`src/rtl/ctrl_unit_pkg.sv`:
```
`default_nettype none
// ============================================================================
// Module   : ctrl_unit_pkg
// Brief    : Shared opcode/funct, state, ALU-op and mux-select encodings.
// Revision : 1.0
// ============================================================================
package ctrl_unit_pkg;

  // Opcodes
  localparam logic [5:0] c_OP_RTYPE = 6'h00;
  localparam logic [5:0] c_OP_J     = 6'h02;
  localparam logic [5:0] c_OP_JAL   = 6'h03;
  localparam logic [5:0] c_OP_BEQ   = 6'h04;
  localparam logic [5:0] c_OP_BNE   = 6'h05;
  localparam logic [5:0] c_OP_ADDI  = 6'h08;
  localparam logic [5:0] c_OP_ADDIU = 6'h09;
  localparam logic [5:0] c_OP_SLTI  = 6'h0A;
  localparam logic [5:0] c_OP_LW    = 6'h23;
  localparam logic [5:0] c_OP_SW    = 6'h2B;

  // R-type funct codes
  localparam logic [5:0] c_FN_MFHI  = 6'h10;
  localparam logic [5:0] c_FN_MFLO  = 6'h12;
  localparam logic [5:0] c_FN_MULT  = 6'h18;
  localparam logic [5:0] c_FN_DIV   = 6'h1A;
  localparam logic [5:0] c_FN_ADD   = 6'h20;
  localparam logic [5:0] c_FN_SUB   = 6'h22;

  // ALU operations
  localparam logic [2:0] c_ALU_ADD   = 3'd0;
  localparam logic [2:0] c_ALU_SUB   = 3'd1;
  localparam logic [2:0] c_ALU_AND   = 3'd2;
  localparam logic [2:0] c_ALU_OR    = 3'd3;
  localparam logic [2:0] c_ALU_SLT   = 3'd4;
  localparam logic [2:0] c_ALU_FUNCT = 3'd5;

  // PC source select
  localparam logic [1:0] c_PC_ALU    = 2'd0;
  localparam logic [1:0] c_PC_ALUOUT = 2'd1;
  localparam logic [1:0] c_PC_JUMP   = 2'd2;
  localparam logic [1:0] c_PC_EXC    = 2'd3;

  // Memory address select (iord)
  localparam logic [1:0] c_AD_PC     = 2'd0;
  localparam logic [1:0] c_AD_ALUOUT = 2'd1;
  localparam logic [1:0] c_AD_EXC    = 2'd2;

  // Register destination select
  localparam logic [1:0] c_RD_RT  = 2'd0;
  localparam logic [1:0] c_RD_RD  = 2'd1;
  localparam logic [1:0] c_RD_R31 = 2'd2;
  localparam logic [1:0] c_RD_SP  = 2'd3;

  // ALU operand selects
  localparam logic [1:0] c_SA_PC    = 2'd0;
  localparam logic [1:0] c_SA_A     = 2'd1;
  localparam logic [1:0] c_SB_B     = 2'd0;
  localparam logic [1:0] c_SB_FOUR  = 2'd1;
  localparam logic [1:0] c_SB_IMM   = 2'd2;
  localparam logic [1:0] c_SB_IMMSH = 2'd3;

  // Exception cause
  localparam logic [1:0] c_EX_OPCODE = 2'd0;
  localparam logic [1:0] c_EX_OVF    = 2'd1;
  localparam logic [1:0] c_EX_DIV0   = 2'd2;

  // Register-file write-data select
  localparam logic [2:0] c_WD_ALUOUT = 3'd0;
  localparam logic [2:0] c_WD_LAUX   = 3'd1;
  localparam logic [2:0] c_WD_PC     = 3'd2;
  localparam logic [2:0] c_WD_HI     = 3'd3;
  localparam logic [2:0] c_WD_LO     = 3'd4;
  localparam logic [2:0] c_WD_SP     = 3'd5;
  localparam logic [2:0] c_WD_LT     = 3'd6;

  // Value the datapath drives when c_WD_SP is selected
  localparam logic [31:0] c_SP_INIT = 32'd227;

  typedef enum logic [5:0] {
    S_RESET_ST    = 6'd0,
    S_FETCH       = 6'd1,
    S_IR_LOAD     = 6'd2,
    S_DECODE      = 6'd3,
    S_EXEC_R      = 6'd4,
    S_WB_R        = 6'd5,
    S_EXEC_I      = 6'd6,
    S_WB_I        = 6'd7,
    S_SLT_I       = 6'd8,
    S_ADDR        = 6'd9,
    S_MEM_RD      = 6'd10,
    S_MDR_LD      = 6'd11,
    S_WB_LD       = 6'd12,
    S_MEM_WR      = 6'd13,
    S_BRANCH      = 6'd14,
    S_JUMP        = 6'd15,
    S_JUMP_LINK   = 6'd16,
    S_MULT_START  = 6'd17,
    S_DIV_START   = 6'd18,
    S_MD_WAIT_MUL = 6'd19,
    S_MD_WAIT_DIV = 6'd20,
    S_MD_WB_MUL   = 6'd21,
    S_MD_WB_DIV   = 6'd22,
    S_MFHI        = 6'd23,
    S_MFLO        = 6'd24,
    S_EXC_OPCODE  = 6'd25,
    S_EXC_OVF     = 6'd26,
    S_EXC_DIV0    = 6'd27,
    S_EXC_PC      = 6'd28
  } state_t;

  typedef struct packed {
    logic       pcWrite;
    logic       pcWriteCond;
    logic       irWrite;
    logic       regWrite;
    logic       loadAb;
    logic       aluOutWr;
    logic       mdrWr;
    logic       epcWrite;
    logic       hiloWrite;
    logic       memRead;
    logic       memWrite;
    logic [1:0] pcSrc;
    logic [1:0] iord;
    logic [1:0] regDst;
    logic [1:0] aluSrcA;
    logic [1:0] aluSrcB;
    logic [1:0] exCause;
    logic [2:0] writeData;
    logic [2:0] aluOp;
    logic       multOp;
    logic       divOp;
    logic       multDivSel;
  } ctrl_t;

  // Only the trapping add/sub raise overflow; addu/subu never do
  function automatic logic isAddSub(input logic [5:0] fn);
    return (fn == c_FN_ADD) || (fn == c_FN_SUB);
  endfunction

endpackage
`default_nettype wire

```
`src/rtl/ctrl_unit_decode.sv`:
```
`default_nettype none
// ============================================================================
// Module   : ctrl_decode
// Brief    : Opcode/funct to DECODE-successor dispatch (MULT_DIV_EN gates HI/LO ops).
// Revision : 1.0
// ============================================================================
module ctrl_decode
  import ctrl_unit_pkg::*;
(
  input  logic [5:0] opcode,
  input  logic [5:0] funct,
  output state_t     dispatch
);

  always_comb begin
    dispatch = S_EXC_OPCODE;
    case (opcode)
      c_OP_RTYPE: begin
        case (funct)
`ifdef MULT_DIV_EN
          c_FN_MULT: dispatch = S_MULT_START;
          c_FN_DIV:  dispatch = S_DIV_START;
          c_FN_MFHI: dispatch = S_MFHI;
          c_FN_MFLO: dispatch = S_MFLO;
`else
          c_FN_MULT, c_FN_DIV, c_FN_MFHI, c_FN_MFLO: dispatch = S_EXC_OPCODE;
`endif
          default:   dispatch = S_EXEC_R;
        endcase
      end
      c_OP_ADDI, c_OP_ADDIU: dispatch = S_EXEC_I;
      c_OP_LW, c_OP_SW:      dispatch = S_ADDR;
      c_OP_BEQ, c_OP_BNE:    dispatch = S_BRANCH;
      c_OP_J:                dispatch = S_JUMP;
      c_OP_JAL:              dispatch = S_JUMP_LINK;
      c_OP_SLTI:             dispatch = S_SLT_I;
      default:               dispatch = S_EXC_OPCODE;
    endcase
  end

endmodule
`default_nettype wire

```
`src/rtl/ctrl_unit.sv`:
```
`default_nettype none
// ============================================================================
// Module   : ctrl_unit
// Brief    : Multicycle Moore control FSM; MULT_DIV_EN enables mult/div/mfhi/mflo.
// Revision : 1.0
// ============================================================================
module ctrl_unit
  import ctrl_unit_pkg::*;
#(
  parameter int MEM_WAIT = 2
) (
  input  logic       clk,
  input  logic       reset,
  input  logic [5:0] opcode,
  input  logic [5:0] funct,
  input  logic       zero,
  input  logic       lt,
  input  logic       overflow,
  input  logic       div_zero,
  input  logic       mult_done,
  input  logic       div_done,
  output logic       pc_write,
  output logic       pc_write_cond,
  output logic       ir_write,
  output logic       reg_write,
  output logic       load_ab,
  output logic       alu_out_wr,
  output logic       mdr_wr,
  output logic       epc_write,
  output logic       hilo_write,
  output logic       mem_read,
  output logic       mem_write,
  output logic [1:0] pc_src,
  output logic [1:0] iord,
  output logic [1:0] reg_dst,
  output logic [1:0] alu_src_a,
  output logic [1:0] alu_src_b,
  output logic [1:0] ex_cause,
  output logic [2:0] write_data,
  output logic [2:0] alu_op,
  output logic       mult_op,
  output logic       div_op,
  output logic       mult_div_sel,
  output logic [5:0] state_o
);

  localparam int c_CNT_W = (MEM_WAIT > 1) ? $clog2(MEM_WAIT) : 1;
  localparam logic [c_CNT_W-1:0] c_WAIT_LAST =
    (MEM_WAIT > 1) ? c_CNT_W'(MEM_WAIT - 1) : '0;

  state_t             r_state;
  state_t             w_nextState;
  state_t             w_dispatch;
  logic [c_CNT_W-1:0] r_waitCnt;
  logic               w_waitDone;
  ctrl_t              w_ctrl;
  ctrl_t              w_out;
  logic               w_unused;

  ctrl_decode u_decode (
    .opcode   (opcode),
    .funct    (funct),
    .dispatch (w_dispatch)
  );

  assign w_waitDone = (r_waitCnt == c_WAIT_LAST);

  // Wait counter restarts whenever the state changes, so it counts dwell time
  always_ff @(posedge clk or posedge reset) begin
    if (reset) begin
      r_state   <= S_RESET_ST;
      r_waitCnt <= '0;
    end else begin
      r_state <= w_nextState;
      if (w_nextState != r_state) r_waitCnt <= '0;
      else                        r_waitCnt <= r_waitCnt + 1'b1;
    end
  end

  always_comb begin
    w_nextState = S_FETCH;
    case (r_state)
      S_RESET_ST:    w_nextState = S_FETCH;
      S_FETCH:       w_nextState = w_waitDone ? S_IR_LOAD : S_FETCH;
      S_IR_LOAD:     w_nextState = S_DECODE;
      S_DECODE:      w_nextState = w_dispatch;
      S_EXEC_R:      w_nextState = (isAddSub(funct) && overflow) ? S_EXC_OVF : S_WB_R;
      S_EXEC_I:      w_nextState = S_WB_I;
      S_ADDR:        w_nextState = (opcode == c_OP_SW) ? S_MEM_WR : S_MEM_RD;
      S_MEM_RD:      w_nextState = w_waitDone ? S_MDR_LD : S_MEM_RD;
      S_MDR_LD:      w_nextState = S_WB_LD;
      S_MULT_START:  w_nextState = S_MD_WAIT_MUL;
      S_DIV_START:   w_nextState = div_zero ? S_EXC_DIV0 : S_MD_WAIT_DIV;
      S_MD_WAIT_MUL: w_nextState = mult_done ? S_MD_WB_MUL : S_MD_WAIT_MUL;
      S_MD_WAIT_DIV: w_nextState = div_done ? S_MD_WB_DIV : S_MD_WAIT_DIV;
      S_EXC_OPCODE, S_EXC_OVF, S_EXC_DIV0:
                     w_nextState = w_waitDone ? S_EXC_PC : r_state;
      default:       w_nextState = S_FETCH;
    endcase
  end

  always_comb begin
    w_ctrl = '0;
    case (r_state)
      S_RESET_ST: begin
        w_ctrl.regWrite  = 1'b1;
        w_ctrl.regDst    = c_RD_SP;
        w_ctrl.writeData = c_WD_SP;
      end
      S_FETCH: begin
        w_ctrl.memRead = 1'b1;
        w_ctrl.iord    = c_AD_PC;
        w_ctrl.aluSrcA = c_SA_PC;
        w_ctrl.aluSrcB = c_SB_FOUR;
        w_ctrl.aluOp   = c_ALU_ADD;
      end
      S_IR_LOAD: begin
        w_ctrl.irWrite = 1'b1;
        w_ctrl.pcWrite = 1'b1;
        w_ctrl.pcSrc   = c_PC_ALU;
        w_ctrl.aluSrcA = c_SA_PC;
        w_ctrl.aluSrcB = c_SB_FOUR;
        w_ctrl.aluOp   = c_ALU_ADD;
      end
      S_DECODE: begin
        w_ctrl.loadAb   = 1'b1;
        w_ctrl.aluOutWr = 1'b1;
        w_ctrl.aluSrcA  = c_SA_PC;
        w_ctrl.aluSrcB  = c_SB_IMMSH;
        w_ctrl.aluOp    = c_ALU_ADD;
      end
      S_EXEC_R: begin
        w_ctrl.aluOutWr = 1'b1;
        w_ctrl.aluSrcA  = c_SA_A;
        w_ctrl.aluSrcB  = c_SB_B;
        w_ctrl.aluOp    = c_ALU_FUNCT;
      end
      S_WB_R: begin
        w_ctrl.regWrite  = 1'b1;
        w_ctrl.regDst    = c_RD_RD;
        w_ctrl.writeData = c_WD_ALUOUT;
      end
      S_EXEC_I, S_ADDR: begin
        w_ctrl.aluOutWr = 1'b1;
        w_ctrl.aluSrcA  = c_SA_A;
        w_ctrl.aluSrcB  = c_SB_IMM;
        w_ctrl.aluOp    = c_ALU_ADD;
      end
      S_WB_I: begin
        w_ctrl.regWrite  = 1'b1;
        w_ctrl.regDst    = c_RD_RT;
        w_ctrl.writeData = c_WD_ALUOUT;
      end
      // The ALU subtracts; the datapath writes back the zero-extended lt flag
      S_SLT_I: begin
        w_ctrl.aluSrcA   = c_SA_A;
        w_ctrl.aluSrcB   = c_SB_IMM;
        w_ctrl.aluOp     = c_ALU_SUB;
        w_ctrl.regWrite  = 1'b1;
        w_ctrl.regDst    = c_RD_RT;
        w_ctrl.writeData = c_WD_LT;
      end
      S_MEM_RD: begin
        w_ctrl.memRead = 1'b1;
        w_ctrl.iord    = c_AD_ALUOUT;
      end
      S_MDR_LD: w_ctrl.mdrWr = 1'b1;
      S_WB_LD: begin
        w_ctrl.regWrite  = 1'b1;
        w_ctrl.regDst    = c_RD_RT;
        w_ctrl.writeData = c_WD_LAUX;
      end
      S_MEM_WR: begin
        w_ctrl.memWrite = 1'b1;
        w_ctrl.iord     = c_AD_ALUOUT;
      end
      S_BRANCH: begin
        w_ctrl.pcWriteCond = 1'b1;
        w_ctrl.pcSrc       = c_PC_ALUOUT;
        w_ctrl.aluSrcA     = c_SA_A;
        w_ctrl.aluSrcB     = c_SB_B;
        w_ctrl.aluOp       = c_ALU_SUB;
      end
      S_JUMP: begin
        w_ctrl.pcWrite = 1'b1;
        w_ctrl.pcSrc   = c_PC_JUMP;
      end
      S_JUMP_LINK: begin
        w_ctrl.pcWrite   = 1'b1;
        w_ctrl.pcSrc     = c_PC_JUMP;
        w_ctrl.regWrite  = 1'b1;
        w_ctrl.regDst    = c_RD_R31;
        w_ctrl.writeData = c_WD_PC;
      end
      S_MULT_START: w_ctrl.multOp = 1'b1;
      S_DIV_START:  w_ctrl.divOp  = 1'b1;
      S_MD_WB_MUL:  w_ctrl.hiloWrite = 1'b1;
      S_MD_WB_DIV: begin
        w_ctrl.hiloWrite  = 1'b1;
        w_ctrl.multDivSel = 1'b1;
      end
      S_MFHI, S_MFLO: begin
        w_ctrl.regWrite  = 1'b1;
        w_ctrl.regDst    = c_RD_RD;
        w_ctrl.writeData = (r_state == S_MFHI) ? c_WD_HI : c_WD_LO;
      end
      // PC was already advanced, so PC-4 is the faulting instruction
      S_EXC_OPCODE, S_EXC_OVF, S_EXC_DIV0: begin
        w_ctrl.epcWrite = 1'b1;
        w_ctrl.memRead  = 1'b1;
        w_ctrl.iord     = c_AD_EXC;
        w_ctrl.aluSrcA  = c_SA_PC;
        w_ctrl.aluSrcB  = c_SB_FOUR;
        w_ctrl.aluOp    = c_ALU_SUB;
        w_ctrl.exCause  = (r_state == S_EXC_OVF)  ? c_EX_OVF :
                          (r_state == S_EXC_DIV0) ? c_EX_DIV0 : c_EX_OPCODE;
      end
      S_EXC_PC: begin
        w_ctrl.pcWrite = 1'b1;
        w_ctrl.pcSrc   = c_PC_EXC;
      end
      default: w_ctrl = '0;
    endcase
  end

  // Reset blanks every strobe at once, including the SP write of RESET_ST
  assign w_out = reset ? '0 : w_ctrl;

  assign pc_write      = w_out.pcWrite;
  assign pc_write_cond = w_out.pcWriteCond;
  assign ir_write      = w_out.irWrite;
  assign reg_write     = w_out.regWrite;
  assign load_ab       = w_out.loadAb;
  assign alu_out_wr    = w_out.aluOutWr;
  assign mdr_wr        = w_out.mdrWr;
  assign epc_write     = w_out.epcWrite;
  assign mem_read      = w_out.memRead;
  assign mem_write     = w_out.memWrite;
  assign pc_src        = w_out.pcSrc;
  assign iord          = w_out.iord;
  assign reg_dst       = w_out.regDst;
  assign alu_src_a     = w_out.aluSrcA;
  assign alu_src_b     = w_out.aluSrcB;
  assign ex_cause      = w_out.exCause;
  assign write_data    = w_out.writeData;
  assign alu_op        = w_out.aluOp;
  assign state_o       = r_state;

`ifdef MULT_DIV_EN
  assign mult_op      = w_out.multOp;
  assign div_op       = w_out.divOp;
  assign hilo_write   = w_out.hiloWrite;
  assign mult_div_sel = w_out.multDivSel;
  assign w_unused     = ^{zero, lt};
`else
  assign mult_op      = 1'b0;
  assign div_op       = 1'b0;
  assign hilo_write   = 1'b0;
  assign mult_div_sel = 1'b0;
  assign w_unused     = ^{zero, lt, w_out.multOp, w_out.divOp,
                          w_out.hiloWrite, w_out.multDivSel};
`endif

endmodule
`default_nettype wire

```
`config.mk`:
```
export PLATFORM = sky130hd
export DESIGN_NAME = ctrl_unit
export DESIGN_NICKNAME = d
export VERILOG_FILES = /design/src/rtl/ctrl_unit_pkg.sv /design/src/rtl/ctrl_unit_decode.sv /design/src/rtl/ctrl_unit.sv
export SDC_FILE = /design/constraint.sdc
export NUM_CORES = 1
export LEC_CHECK = 0
export CORE_MARGIN = 10
export CORE_UTILIZATION = 39
export CTS_BUF_LIST = sky130_fd_sc_hd__clkbuf_16
export DETAILED_ROUTE_END_ITERATION = 6
export MAX_ROUTING_LAYER = met4
export PLACE_DENSITY = 0.9
export SLEW_MARGIN = 10
export SYNTH_ARGS = -nofsm -noshare
export SYNTH_HDL_FRONTEND = slang
export SYNTH_SLANG_ARGS = --single-unit
export TNS_END_PERCENT = 10
```
`constraint.sdc`:
```
create_clock -name clk -period 1.91 [get_ports clk]
set_clock_uncertainty 0.2 [all_clocks]
set_input_delay 0.2865 -clock clk [delete_from_list [all_inputs] [get_ports clk]]
set_output_delay 0.2865 -clock clk [all_outputs]
set_load 0.1 [all_outputs]
```
==> reports/results.md, run 1 <==
| Metric | Value | Unit |
|:---|:---|:---|
| Status | did not finish | - |
| Stopping stage | clock tree synthesis (4_1_cts) | - |
| First error in the log | [ERROR DPL-0033] detailed placement checks failed during check placement. | - |
| Routability cong. | 1.05 | - |
| Clock buffers created by TritonCTS | 3 | - |
| Largest cells by area after synthesis | dfrtp_1 (13%), nor2_1 (8.6%), a21oi_1 (4.4%) | - |
| Number of flip-flops and latches in the synthesized netlist | 7 | - |
| Cell taking the most area after synthesis | dfrtp_1 | - |
| Total instance count after detailed placement | 363 | - |
| Flip-flop cell with the highest count after synthesis | dfrtp_1 | - |
| PortBufs | 48 | - |
| Number of post-CTS setup repair buffers | 10 | - |
| Mean instance size in the synthesized netlist | 6.69 | µm² |
| Bufs on Longest Clock Path | 2 | - |
| I/O pin total | 58 | - |
| Count of flip-flops with a built-in enable after synthesis | 0 | - |
| Share of synthesized area occupied by flip-flops and latches | 0.129 | - |
| Clock sink total | 7 | - |
| Gate Count Post-Synth | 203 | - |
| Distinct cell type count after synthesis | 55 | - |
| Post-synth design cell area | 1360 | µm² |
| PostCTS Resize Cnt | 42 | - |
| Cell chosen for the clock root | clkbuf_16 | - |
| Fraction of post-synthesis cell area in the top cell type by area | 0.129 | - |
| Most repeated cell in the gate-level netlist after synthesis | nor2_1 | - |
| Number of buffers inserted by hold repair at cts | 0 | - |
| Die Width | 79.0 | µm |
| Htree depth | 1 | - |
| Most instantiated cells after synthesis | nor2_1 (31), nand2_1 (14), a21oi_1 (12), nor3_1 (11) | - |
| DP HPWL | 6120 | µm |
| Warnings from Yosys | 0 | - |
| Initial core utilization | 0.404 | - |
| Overall die height | 79.0 | µm |
| Post-synthesis async set-or-reset flop share | 1.00 | - |
| Rows | 21 | - |
## logic make-up after synthesis
group | synth area share
AND/OR/NAND/NOR | 0.474
AO/OA/AOI/OAI | 0.235
buffers and inverters | 0.114
XOR/XNOR | 0.0451
flip-flops | 0.129
other | 0.00276
## per-stage QoR
step	hold slack (ns)	utilization	TNS [ns]	cell area [µm²]	setup slack [ns]
after detailed placement	0.516	0.903	-10.12	3040	-0.709
after global placement	0.484	0.903	-7.84	3040	-0.553
after floorplan	-0.0968	-	-24.43	1630	-1.06
==> inputs of run 2 (changes only) <==
--- a/config.mk
+++ b/config.mk
@@ -5,12 +5,10 @@
 export SDC_FILE = /design/constraint.sdc
 export NUM_CORES = 1
 export LEC_CHECK = 0
-export CORE_MARGIN = 10
-export CORE_UTILIZATION = 39
-export CTS_BUF_LIST = sky130_fd_sc_hd__clkbuf_16
+export CORE_AREA = 10 10 71 73
 export DETAILED_ROUTE_END_ITERATION = 6
-export MAX_ROUTING_LAYER = met4
-export PLACE_DENSITY = 0.9
+export DIE_AREA = 0 0 81 83
+export PLACE_DENSITY_LB_ADDON = 0.15
 export SLEW_MARGIN = 10
 export SYNTH_ARGS = -nofsm -noshare
 export SYNTH_HDL_FRONTEND = slang
==> constraint.sdc (replaced) <==
create_clock -name clk -period 2.48 [get_ports clk]
set_clock_uncertainty 0.2 [all_clocks]
set_input_delay 0.372 -clock clk [delete_from_list [all_inputs] [get_ports clk]]
set_output_delay 0.372 -clock clk [all_outputs]
set_load 0.1 [all_outputs]
==> run 2 against run 1 <==
Net effect:
- the run now ends clean
- synthesized cell count is the same
- area after synthesis is the same
==> reports/results.md, run 2 <==
| Metric | Value | Unit | Delta |
|:---|:---|:---|:---|
| Htree depth | 1 | - | unchanged |
| Bufs on Longest Clock Path | 2 | - | unchanged |
| Full die area | 6720 | µm² |  |
| Switching component of the power | 1410 | µW |  |
| Total wire length after detailed routing | 5670 | µm |  |
| Worst endpoint data arrival time | 1.90 | ns |  |
| Total internal power | 1010 | µW |  |
| Core region area | 3630 | µm² |  |
| Post-synthesis async set-or-reset flop share | 1.00 | - | unchanged |
| Vias in the first global route | 1828 | - |  |
| Number of flip-flops and latches in the synthesized netlist | 7 | - | unchanged |
| Cell chosen for the clock root | clkbuf_8 | - | was clkbuf_16 |
| Routability cong. | 0.875 | - | was 1.05 |
| Pwr per Cell Area | 877 | nW/µm² |  |
| Largest cells by area after synthesis | dfrtp_1 (13%), nor2_1 (8.6%), a21oi_1 (4.4%) | - | unchanged |
| Ant diodes | 0 | - |  |
| Max-Slew Margin vs Limit | 0.651 | - |  |
| Total leakage power | 0.00111 | µW |  |
| Clock buffers created by TritonCTS | 3 | - | unchanged |
| Initial core utilization | 0.374 | - | was 0.404 |
| Filler Cell Count | 284 | - |  |
| Largest register FFs | 6 | - |  |
| Final Setup Violations | 0 | - |  |
| Syn-to-layout area delta | 103 | % |  |
| Flip-flop cell with the highest count after synthesis | dfrtp_1 | - | unchanged |
| Max Clk Rate | 0.405 | GHz |  |
| Post-Route Setup TNS | 0 | ns |  |
| Fraction of post-synthesis cell area in the top cell type by area | 0.129 | - | unchanged |
| Count of endpoints failing hold in the final timing report | 0 | - |  |
| Element type at the critical path start | register | - |  |
| Pin count of the biggest net entering global routing | 23 | - |  |
| RSZ-0062 raised after global routing | true | - |  |
| Rows | 22 | - | was 21 |
| Max-capacitance violation count | 0 | - |  |
| Total Routing Usage GR | 0.146 | - |  |
| Post-detailed-route DRC marker count | 0 | - |  |
| Cell taking the most area after synthesis | dfrtp_1 | - | unchanged |
| Most instantiated cells after synthesis | nor2_1 (31), nand2_1 (14), a21oi_1 (12), nor3_1 (11) | - | unchanged |
| Commonest cells after routing, fill and taps aside | buf_4 (59), buf_12 (27), nor2_1 (16) | - |  |
| Area of combinational cells with multiple inputs | 1280 | µm² |  |
| Share of total power consumed by net switching | 0.582 | - |  |
| Path type of the worst min-delay path | input port to asynchronous set/reset pin | - |  |
| Total power draw | 2420 | µW |  |
| Initial antenna violation count | 0 | - |  |
| PortBufs | 48 | - | unchanged |
| Via-per-instance ratio | 5.74 | - |  |
| Residual antenna-violating net count after detailed routing | 0 | - |  |
| DRT Pass-1 Iters | 4 | - |  |
| Clock sink total | 7 | - | unchanged |
| Count of flip-flops with a built-in enable after synthesis | 0 | - | unchanged |
| TritonCTS clock tree | built | - |  |
| DR vias | 1952 | - |  |
| Max rail drop VDD | 0.453 | mV |  |
| Slew of the pin with the lowest slew margin | 0.522 | ns |  |
| Power share of the clock group | 0.067 | - |  |
| Final critical-path share of the clock period | 0.996 | - |  |
| Die Width | 81 | µm | was 79.0 µm |
| Share of synthesized area occupied by flip-flops and latches | 0.129 | - | unchanged |
| Status | completed | - | was did not finish |
| Most repeated cell in the gate-level netlist after synthesis | nor2_1 | - | unchanged |
| Number of standard cells in the layout, taps in and fillers out | 340 | - |  |
| Total overflow reported by the global router | 0 | - |  |
| Logic gate share of total power | 0.816 | - |  |
| Gate Count Post-Synth | 203 | - | unchanged |
| Distinct cell type count after synthesis | 55 | - | unchanged |
| Post-layout net count | 313 | - |  |
| Final worst hold slack | 0.418 | ns |  |
| Fraction of final layout cells sized beyond drive strength 1 | 0.490 | - |  |
| Overall die height | 83 | µm | was 79.0 µm |
| Total instance count after detailed placement | 317 | - | was 363 |
| DP HPWL | 4280 | µm | was 6120 µm |
| Iteration-0 DRC Markers | 225 | - |  |
| Global-route wire length before repair | 8420 | µm |  |
| Post-synth design cell area | 1360 | µm² | unchanged |
| Mean instance size in the synthesized netlist | 6.69 | µm² | unchanged |
| CP max FO | 13 | - |  |
| Detail-routed net length per standard cell | 16.7 | µm |  |
| Clock network latency to the later pin of the worst-skew pair | 0.23 | ns |  |
| Category of the critical setup timing path | register to output pin | - |  |
| Final Core Density | 0.759 | - |  |
| Clock transition time at the flip-flop clock pins of the worst setup and hold paths | 0.05 | ns |  |
| Sequential power share | 0.116 | - |  |
| Warnings from Yosys | 0 | - | unchanged |
| Flip-flop and latch area | 193 | µm² |  |
| Final count of pins violating max slew | 0 | - |  |
| Commonest non-fill, non-tap cell in the layout | buf_4 | - |  |
| Number of buffers inserted by hold repair at cts | 0 | - | unchanged |
| Kind of end point of the critical path | output pin | - |  |
| Fin crit period | 2.47 | ns |  |
| I/O pin total | 58 | - | unchanged |
| Worst Path Required | 1.91 | ns |  |
==> run 2: cell counts after synthesis <==
No cell type changed its count.
==> run 2: path summary, 6_finish.rpt <==
| path | depth (start not counted) | endpoint | start | slack (ns) |
|---|---|---|---|---|
| setup / recovery | 4 | write_data[0] | state_o[2] | 0.009 |
| hold / removal | 4 | r_waitCnt | reset | 0.42 |
| setup reg to reg | 8 | r_waitCnt | state_o[1] | 0.07 |
| hold reg to reg | 3 | r_waitCnt | r_waitCnt | 0.47 |
| max in group asynchronous | 4 | state_o[3] | reset | 1.51 |
| min in group clk | 3 | r_waitCnt | r_waitCnt | 0.47 |
==> run 2: stage by stage <==
stage          area (µm²)  setup WS, ns
3_5_place_dp         2530        -0.179
6_report             2760       0.00870
2_1_floorplan        1630        -0.573
5_1_grt              2760       -0.0444
4_1_cts              2580       -0.0182
3_3_place_gp         2530        -0.156
==> run 2: layout make-up <==
type,count,area share
Sequential cell,7,0.0699
Clock buffer,3,0.0150
Timing Repair Buffer,102,0.417
Clock inverter,1,0.00181
Multi-Input combinational cell,173,0.466
Tap cell,48,0.0218
Inverter,6,0.00817
==> run 2: cell families after synthesis <==
| logic type | count (synthesis) | share of synthesized area |
|---|---|---|
| XOR/XNOR | 7 | 0.0451 |
| other | 1 | 0.00276 |
| AO/OA/AOI/OAI | 47 | 0.235 |
| AND/OR/NAND/NOR | 112 | 0.474 |
| buffers and inverters | 29 | 0.114 |
| flip-flops | 7 | 0.129 |
==> run 2: critical path, stage by stage (launching register included) <==
cell and delay [ns]:
dfrtp_2 0.53, and2b_2 0.31, or4_1 0.46, a21oi_4 0.17
buf_12 0.19
==> run 2: layer usage <==
layer  GRT usage  vias up  wire length, µm
met5           0        -                0
met4      0.0360        0              119
li1            -      914                -
met1       0.182      908             2220
met3      0.0216       12              492
met2       0.249      118             2840
==> run 2: timing repair <==
action                     in CTS  in global routing
setup buffers                   0                 19
pin swaps                       1                  0
setup endpoints to repair       8                 14
resized for setup               3                  9
==> run 2: power by group through the flow <==
stage	registers [µW]	logic [µW]	clock network [µW]
2_1_floorplan	409	1140	0
3_3_place_gp	314	1690	0
3_5_place_dp	314	1700	0
4_1_cts	316	1710	165
5_1_grt	285	2070	171
6_report	281	1970	163
No activity file was read; power rests on OpenSTA's default activity.
==> edit: new RTL, config.mk and constraints of run 2 <==
The option `MULT_DIV_EN` is turned on by a define.
--- a/src/rtl/ctrl_unit_decode.sv
+++ b/src/rtl/ctrl_unit_decode.sv
@@ -4,6 +4,8 @@
 // Brief    : Opcode/funct to DECODE-successor dispatch (MULT_DIV_EN gates HI/LO ops).
 // Revision : 1.0
 // ============================================================================
+`define MULT_DIV_EN
+
 module ctrl_decode
   import ctrl_unit_pkg::*;
 (
Function: changed (a bounded check fails within 10 cycles, from zero or initial values and one cycle with reset high).
==> edit against run 2 <==
  * The run now ends with negative setup slack left
  * Final area is 10% higher
  * Sequential cell count stayed put
  * Power is 3.8% higher
  * Count of clock-buffer cells in the layout is 1 higher
  * First-iteration DRC count is 57% higher
  * Critical path type unchanged
  * Non-clock buffer count is 4 lower
  * Area after synthesis is 4.1% higher
  * Routed wire length is 19% higher
  * Largest power group unchanged
  * Setup slack worse by 0.17 ns
  * Combinational power is 5% higher
==> edit: results (changes against run 2) <==
outcome:
  status: "finished, violations left"
  violations: "negative setup slack"
critical_path:
  worst_path_largest_cell_delay_ns: 0.51  # -0.02 ns
  slowest_stage: "dfrtp_4"
global_routing:
  grt_pass1_vias: 1983  # +8.5%
  grt.total_usage_pct: 17.6  # +3.1 points
  grt_max_degree: 18  # -22%
sta:
  tns_ns: -0.540  # -0.540 ns
  fin_ws_ns: -0.162  # -0.171 ns
  finalSetupViolations: 6  # +6
power_and_ir_drop:
  leakage_nw: 1.17  # +6.2%
  vdd_drop_max_v: 0.000351  # -23%
detailed_routing:
  dr.pass1.iters: 5  # +1
  drt_iter0_markers: 354  # +57%
  num_vias: 2088  # +7.0%
  routed_via_density: 5.98  # +4.2%
placement:
  io_buffers: 53  # +10%
  dp_hpwl_um: 4480  # +4.7%
  place_inst: 335  # +5.7%
  place_ws_ns: -0.269  # -0.0896 ns
finish:
  nets: 322  # +2.9%
  drive_gt1_share_pct: 53.2  # +4.2 points
clock_tree:
  postCtsSetupBuffers: 6  # +6
  cts_resized: 4  # +1
min_path:
  min_path_type: "reg -> reg"
synth:
  synthDistinctLibCells: 47  # -15%
  synth_xor_xnor_area_share_pct: 5.58  # +1.1 points
  yosys-top-cells-count: "30 x nor2_1, 20 x nand2_1, 20 x nor3_1"
  synth-compound-area-share_pct: 25.0  # +1.6 points
-- edit: layout make-up --
type	count	area [um2]
multi-input cells	187	1510
well taps	48	60.1
inverters	5	21.3
fillers	209	597
clock buffers	4	45.0
flip-flops and latches	7	198
repair buffers	98	1200
-- edit: worst paths after layout --
check,start,endpoint,slack (ns),cells after the start
max,state_o[3]$_DFF_PP0_,write_data[1],-0.16,7
min,state_o[5]$_DFF_PP0_,state_o[4]$_DFF_PP0_,0.38,1
max reg2reg,state_o[3]$_DFF_PP0_,r_waitCnt$_DFF_PP0_,0,7
min reg2reg,state_o[5]$_DFF_PP0_,state_o[4]$_DFF_PP0_,0.38,1
max in group asynchronous,reset,state_o[3]$_DFF_PP0_,1.41,4
min in group asynchronous,reset,state_o[0]$_DFF_PP0_,0.54,4
-- edit: worst max-delay path, delay by kind of cell (launching register included) --
family | cells | cell delay [ns]
AO/OA/AOI/OAI | 2 | 0.36
flip-flops | 1 | 0.51
AND/OR/NAND/NOR | 2 | 0.52
buffers and inverters | 3 | 0.45
-- edit: routing by layer --
metal	wire length, um	vias to the layer above	track usage [%]
met5	0	-	0
met4	269	0	4.85
met3	743	32	6.90
met2	3310	136	27.9
met1	2460	966	21.3
li1	-	954	-
-- edit: metrics by stage --
stage | cell area [um2] | utilization (%)
2_1_floorplan | 1780 | -
3_3_place_gp | 2750 | 75.6
3_5_place_dp | 2750 | 75.6
4_1_cts | 2870 | 78.9
5_1_grt | 3040 | 83.6
6_report | 3040 | 83.6
-- edit: power breakdown --
group / switching, mW / internal (mW) / leakage [nW]
sequential: 0.118 / 0.170 / 0.0806
combinational: 1.31 / 0.748 / 1.07
clock: 0.0486 / 0.111 / 0.0228
